## config.mk

```make
export PLATFORM = sky130hd
export DESIGN_NAME = mu0_seq_alu_flat
export DESIGN_NICKNAME = d
export VERILOG_FILES = /design/src/rtl/mu0_seq_alu_if.sv /design/src/rtl/mu0_seq_alu.sv /design/src/flat_wrapper.sv
export SDC_FILE = /design/constraint.sdc
export NUM_CORES = 1
export LEC_CHECK = 0
export CAP_MARGIN = 20
export CORE_UTILIZATION = 30
export CTS_BUF_LIST = sky130_fd_sc_hd__clkbuf_8
export CTS_CLUSTER_DIAMETER = 30
export DETAILED_ROUTE_END_ITERATION = 7
export DONT_BUFFER_PORTS = 1
export PLACE_DENSITY = 0.49
export SLEW_MARGIN = 10
export SYNTH_ARGS = -nofsm -noshare
export SYNTH_HDL_FRONTEND = slang
export SYNTH_SLANG_ARGS = --single-unit
```

## constraint.sdc

```tcl
create_clock -name i_clk -period 4.2 [get_ports i_clk]
set_input_delay 0.42 -clock i_clk [delete_from_list [all_inputs] [get_ports i_clk]]
set_output_delay 0.42 -clock i_clk [all_outputs]
set_load 0.005 [all_outputs]
```

## src/rtl/mu0_seq_alu_if.sv

```systemverilog
// mu0_seq_alu_if: request/response bundle between the MU0 datapath and the sequential ALU
interface mu0_seq_alu_if #(
    parameter int WIDTH = 16
);
    logic             start;
    logic [WIDTH-1:0] x;
    logic [WIDTH-1:0] y;
    logic [2:0]       m;
    logic [WIDTH-1:0] q;
    logic             n;
    logic             z;
    logic             c;
    logic             busy;
    logic             done;
    modport master (output start, x, y, m, input q, n, z, c, busy, done);
    modport slave  (input start, x, y, m, output q, n, z, c, busy, done);
endinterface

```

## src/rtl/mu0_seq_alu.sv

```systemverilog
// mu0_seq_alu: registered MU0 ALU with iterative multiply and shifts behind a start/busy/done handshake
module mu0_seq_alu #(
    parameter int WIDTH = 16,
    parameter int SHW   = $clog2(WIDTH)
) (
    input  logic          i_clk,
    input  logic          i_rst,
    mu0_seq_alu_if.slave  alu
);
    localparam int CW = $clog2(WIDTH + 1);
    typedef enum logic {IDLE, ITER} state_t;
    state_t             r_state, w_next;
    logic [CW-1:0]      r_cnt;
    logic [2:0]         r_op;
    logic [2*WIDTH-1:0] r_acc, r_mc, w_acc_nx;
    logic [WIDTH-1:0]   r_mp, r_sh, w_sh_nx;
    logic [WIDTH-1:0]   r_q, w_q1, w_q_nx;
    logic               r_n, r_z, r_c, r_done;
    logic               w_c1, w_c_nx, w_sh_out;
    logic [SHW-1:0]     w_s;
    logic               w_accept, w_long, w_last, w_load;
    logic [WIDTH:0]     w_add, w_inc, w_sub;

    // Decode the request, compute single-cycle results and the next iteration step
    always_comb begin
        w_s      = alu.y[SHW-1:0];
        w_accept = (r_state == IDLE) && alu.start;
        w_long   = (alu.m == 3'b101) || ((alu.m[2:1] == 2'b11) && (w_s != '0));
        w_last   = (r_state == ITER) && (r_cnt == CW'(1));
        w_add    = {1'b0, alu.x} + {1'b0, alu.y};
        w_inc    = {1'b0, alu.x} + (WIDTH+1)'(1);
        w_sub    = {1'b0, alu.x} + {1'b0, ~alu.y} + (WIDTH+1)'(1);
        w_q1     = (alu.m == 3'b000) ? alu.y :
                   (alu.m == 3'b001) ? w_add[WIDTH-1:0] :
                   (alu.m == 3'b010) ? w_inc[WIDTH-1:0] :
                   (alu.m == 3'b011) ? w_sub[WIDTH-1:0] :
                   (alu.m == 3'b100) ? (alu.x & alu.y) : alu.x;
        w_c1     = (alu.m == 3'b001) ? w_add[WIDTH] :
                   (alu.m == 3'b010) ? w_inc[WIDTH] :
                   (alu.m == 3'b011) ? w_sub[WIDTH] : 1'b0;
        w_acc_nx = r_mp[0] ? r_acc + r_mc : r_acc;
        w_sh_nx  = r_op[0] ? (r_sh >> 1) : (r_sh << 1);
        w_sh_out = r_op[0] ? r_sh[0] : r_sh[WIDTH-1];
        w_load   = (w_accept && !w_long) || w_last;
        w_q_nx   = !w_last ? w_q1 : (r_op == 3'b101) ? w_acc_nx[WIDTH-1:0] : w_sh_nx;
        w_c_nx   = !w_last ? w_c1 : (r_op == 3'b101) ? |w_acc_nx[2*WIDTH-1:WIDTH] : w_sh_out;
        w_next   = (w_accept && w_long) ? ITER : w_last ? IDLE : r_state;
    end

    // State register
    always_ff @(posedge i_clk) begin
        if (i_rst) r_state <= IDLE;
        else       r_state <= w_next;
    end

    // Operand capture, iteration datapath and result/flag registers
    always_ff @(posedge i_clk) begin
        if (i_rst) begin
            r_cnt  <= '0;
            r_op   <= '0;
            r_acc  <= '0;
            r_mc   <= '0;
            r_mp   <= '0;
            r_sh   <= '0;
            r_q    <= '0;
            r_n    <= 1'b0;
            r_z    <= 1'b0;
            r_c    <= 1'b0;
            r_done <= 1'b0;
        end else begin
            r_done <= w_load;
            if (w_load) begin
                r_q <= w_q_nx;
                r_n <= w_q_nx[WIDTH-1];
                r_z <= (w_q_nx == '0);
                r_c <= w_c_nx;
            end
            if (w_accept && w_long) begin
                r_op  <= alu.m;
                r_cnt <= (alu.m == 3'b101) ? CW'(WIDTH) : CW'(w_s);
                r_acc <= '0;
                r_mc  <= {{WIDTH{1'b0}}, alu.x};
                r_mp  <= alu.y;
                r_sh  <= alu.x;
            end else if (r_state == ITER) begin
                r_cnt <= r_cnt - CW'(1);
                r_acc <= w_acc_nx;
                r_mc  <= r_mc << 1;
                r_mp  <= r_mp >> 1;
                r_sh  <= w_sh_nx;
            end
        end
    end

    assign alu.q    = r_q;
    assign alu.n    = r_n;
    assign alu.z    = r_z;
    assign alu.c    = r_c;
    assign alu.busy = (r_state == ITER);
    assign alu.done = r_done;
endmodule

```

## src/flat_wrapper.sv

```systemverilog
// flat-port wrapper written by rule: the top's interface ports become plain ports
module mu0_seq_alu_flat 
#(
    parameter int WIDTH = 16,
    parameter int SHW   = $clog2(WIDTH)
)
  (i_clk, i_rst, alu_start, alu_x, alu_y, alu_m, alu_q, alu_n, alu_z, alu_c, alu_busy, alu_done);
  mu0_seq_alu_if #(.WIDTH(WIDTH)) alu_i ();
  input  logic i_clk;
  input  logic i_rst;
  input wire logic [$bits(alu_i.start)-1:0] alu_start;
  input wire logic [$bits(alu_i.x)-1:0] alu_x;
  input wire logic [$bits(alu_i.y)-1:0] alu_y;
  input wire logic [$bits(alu_i.m)-1:0] alu_m;
  output wire logic [$bits(alu_i.q)-1:0] alu_q;
  output wire logic [$bits(alu_i.n)-1:0] alu_n;
  output wire logic [$bits(alu_i.z)-1:0] alu_z;
  output wire logic [$bits(alu_i.c)-1:0] alu_c;
  output wire logic [$bits(alu_i.busy)-1:0] alu_busy;
  output wire logic [$bits(alu_i.done)-1:0] alu_done;
  assign alu_i.start = alu_start;
  assign alu_i.x = alu_x;
  assign alu_i.y = alu_y;
  assign alu_i.m = alu_m;
  assign alu_q = alu_i.q;
  assign alu_n = alu_i.n;
  assign alu_z = alu_i.z;
  assign alu_c = alu_i.c;
  assign alu_busy = alu_i.busy;
  assign alu_done = alu_i.done;
  mu0_seq_alu #(.WIDTH(WIDTH), .SHW(SHW)) u_core (.i_clk(i_clk), .i_rst(i_rst), .alu(alu_i));
endmodule
```

==> out/metrics.csv <==
metric,value,unit
clock_latency,0.48,ns
ios,59,
peakVddDrop,214,µV
wl_per_cell,21.6,µm
grt_pass1_vias,9776,
ys_ff_latch,124,
antenna_found_initial,0,
dieWidth,186,µm
gp_congestion,0.943,
r2r-end,u_core.alu.z,
startpoint_type,flop,
dp_worst_setup_slack,0.568,ns
cp_data_arrival_time,4.09,ns
path_max_fanout,5,
stdcell_area,11100,µm²
drive_gt1_share,8.18,%
port_buffers,0,
tritoncts,built,
maxSlewViolCount,0,
dr.pass1.iters,5,
async_flop_share,0,%
synthCells,1389,
viasPerCell,5.72,
total_power,3220,µW
dpl.hpwl,29.2,mm
routed_wl,39.2,mm
layout_setup_ws,0.507,ns
die_h,186,µm
powerDensity,289,nW/µm²
final_antenna_net_count,0,
hold_path_depth,1,
status,completed,
fmax,271,MHz
clockRootBuffer,clkbuf_8,
fin_nets,1463,
cts.sinks,124,
crit_chain,ha_1 -> fa_1 -> a21oi_1 -> o211ai_1 -> a22oi_1 -> nand2_1 -> mux2i_1 -> o211ai_1 -> nor4_1 -> nand4_1 -> or4b_1 -> o21ai_1,
crit_buf_inv,0,
synth_xor_xnor_area_share,3.95,%
cts_setup_buffers,0,
grt_start_max_net_pins,68,
endpoint_kind,flop,
antenna-diode-count,0,
cp.required,4.60,ns
p_leak,0.00406,µW
period_share,87.9,%
path_class,flop to flop,
clk_path_buf_depth,2,
yosysWarnings,0,
cts_resized,0,
syn_avg_cell_area,7.34,µm²
area_growth,9.41,%
netlist_area,10200,µm²
crit_top_cell,o211ai_1,
dp_cells,1779,
synth-simple-area-share,23.4,%
max_slew_margin,30.0,%
rrSetupSlack,0.51,ns
cp_slowest_cell,or4b_1,
synth_edf_count,0,
worst_slew_pin_slew,1.04,ns
cts_hold_buf,4,
start_util,30.5,%
drc,0,
placed_area,10600,µm²
vias,10400,
core_area,33400,µm²
first_iter_violations,846,
synth_top_family_by_area,compound AO/OA/AOI/OAI gates,
syn-num-nets,1496,
clk_pin_slew,0.09,ns
min_period,3.69,ns
finalNonFillerCells,1817,
hold_violations,0,
grt_util_all_layers,22.8,%
critical_path.top_delay_family,simple AND/OR/NAND/NOR gates,
r2r-start,u_core.r_mc[0],
synth_compound_area_share,28.9,%
htree_levels,4,
synth_mux_area_share,4.84,%
r2r_cells,12,
overflow,0,
finalSetupViolations,0,
hold_start,i_rst,
rsz0062_at_grt,false,
grt_pass1_wl,59.7,mm
synth-main-ff-cell,dfxtp_1,
row_count,67,
die-area,34700,µm²
yosysUniqueCellTypes,92,
finalSetupTns,0,ns
synth-adder-area-share,8.69,%
hold_class,input pin to flop,
numCtsBuffers,17,
maxCapViolCount,0,
finClkSkew,0.0270,ns
ys_seq_area_share,24.4,%
max_stage_delay,0.50,ns
whs_endpoint,u_core.r_sh[14],
[worst max-delay path by stage]
| stage | start | end | slack, ns | cells past startpoint |
|---|---|---|---|---|
| 6_report | u_core.r_mc[0] | u_core.alu.z | 0.51 | 12 |
| 5_1_grt | u_core.r_mc[0] | u_core.alu.z | 0.34 | 12 |
| 4_1_cts | u_core.r_mc[0] | u_core.alu.z | 0.56 | 12 |
| 3_5_place_dp | alu_x[0] | u_core.alu.z | 0.57 | 13 |
| 3_3_place_gp | alu_y[9] | u_core.alu.c | 0.60 | 13 |
| 2_1_floorplan | alu_x[0] | u_core.alu.z | 1.09 | 13 |
[Yosys cell counts, types with 8 or more instances]
library cell / count / area [µm²]
a22oi_1: 20 / 150
buf_2: 22 / 110
a211oi_1: 23 / 173
a21oi_1: 134 / 671
ha_1: 66 / 826
a31oi_1: 51 / 319
mux2_2: 9 / 101
nand3_1: 40 / 200
nand2_1: 211 / 792
a221oi_1: 9 / 78.8
nor2_1: 110 / 413
nor3_1: 39 / 195
o21ai_0: 54 / 270
xnor2_1: 33 / 289
clkbuf_1: 57 / 214
and3_1: 9 / 56.3
nand4_1: 9 / 56.3
o22ai_1: 9 / 56.3
a21o_1: 18 / 135
nand2b_1: 16 / 100
o21a_1: 8 / 60.1
buf_1: 11 / 41.3
o211ai_1: 15 / 113
inv_1: 52 / 195
dfxtp_1: 124 / 2480
o21ai_1: 8 / 40.0
xor2_1: 13 / 114
mux2i_1: 38 / 380
or3_1: 11 / 68.8
nor4_1: 14 / 87.6
nor2b_1: 11 / 68.8
[cell type report]
cell class              count  area [µm²]
inverters                  56         210
well taps                 448         561
clock inverters            15         204
clock buffers              17         234
multi-input cells        1116        7120
repair buffers             41         335
flip-flops and latches    124        2490
fillers                  3604       22300
[metrics by stage]
step | utilization [%] | hold slack [ns]
3_3_place_gp | 31.8 | 0.437
6_report | 33.3 | 0.0191
2_1_floorplan | - | 0.432
4_1_cts | 33.3 | 0.000118
5_1_grt | 33.3 | 0.000593
3_5_place_dp | 31.8 | 0.444
[logic make-up (layout without fill, tap and decap cells)]
group,after synthesis,after routing
AO/OA/AOI/OAI,439,439
XOR/XNOR,46,46
AND/OR/NAND/NOR,514,514
multiplexers,48,48
flip-flops,124,124
buffers and inverters,149,129
adder cells (fa/ha/maj),69,69
[flip-flops by register name, indices dropped and copies added (netlist names)]
signal	flops
u_core.alu.z	1
u_core.alu.q	15
u_core.r_cnt	5
u_core.r_acc	32
u_core.r_op	3
u_core.r_mc	32
u_core.r_mp	16
u_core.alu.c	1
u_core.r_sh	16
u_core.alu.busy	1
u_core.alu.done	1
u_core.alu.n	1
[power by group]
| part | internal (µW) | switching, µW | leakage [µW] |
|---|---|---|---|
| Sequential | 1220 | 47.7 | 0.00101 |
| Combinational | 269 | 461 | 0.00283 |
| Clock | 613 | 607 | 0.000224 |
[metal layers]
metal	part of all wire (%)	up-vias	global-route usage [%]
li1	-	4992	-
met1	46	5004	30.1
met2	44	328	35.9
met3	5.8	75	4.34
met4	3.9	0	10.2
met5	0	-	0
[cells in the final DEF (no fill, tap or decap), types with 38 or more instances in the layout]
master	instances
ha_1	66
a21oi_1	134
o21ai_0	54
a31oi_1	51
inv_1	52
nor2_1	109
nand2_1	211
mux2i_1	38
dfxtp_1	123
nand3_1	40
nor3_1	39
No activity file was read; power rests on OpenSTA's default activity.
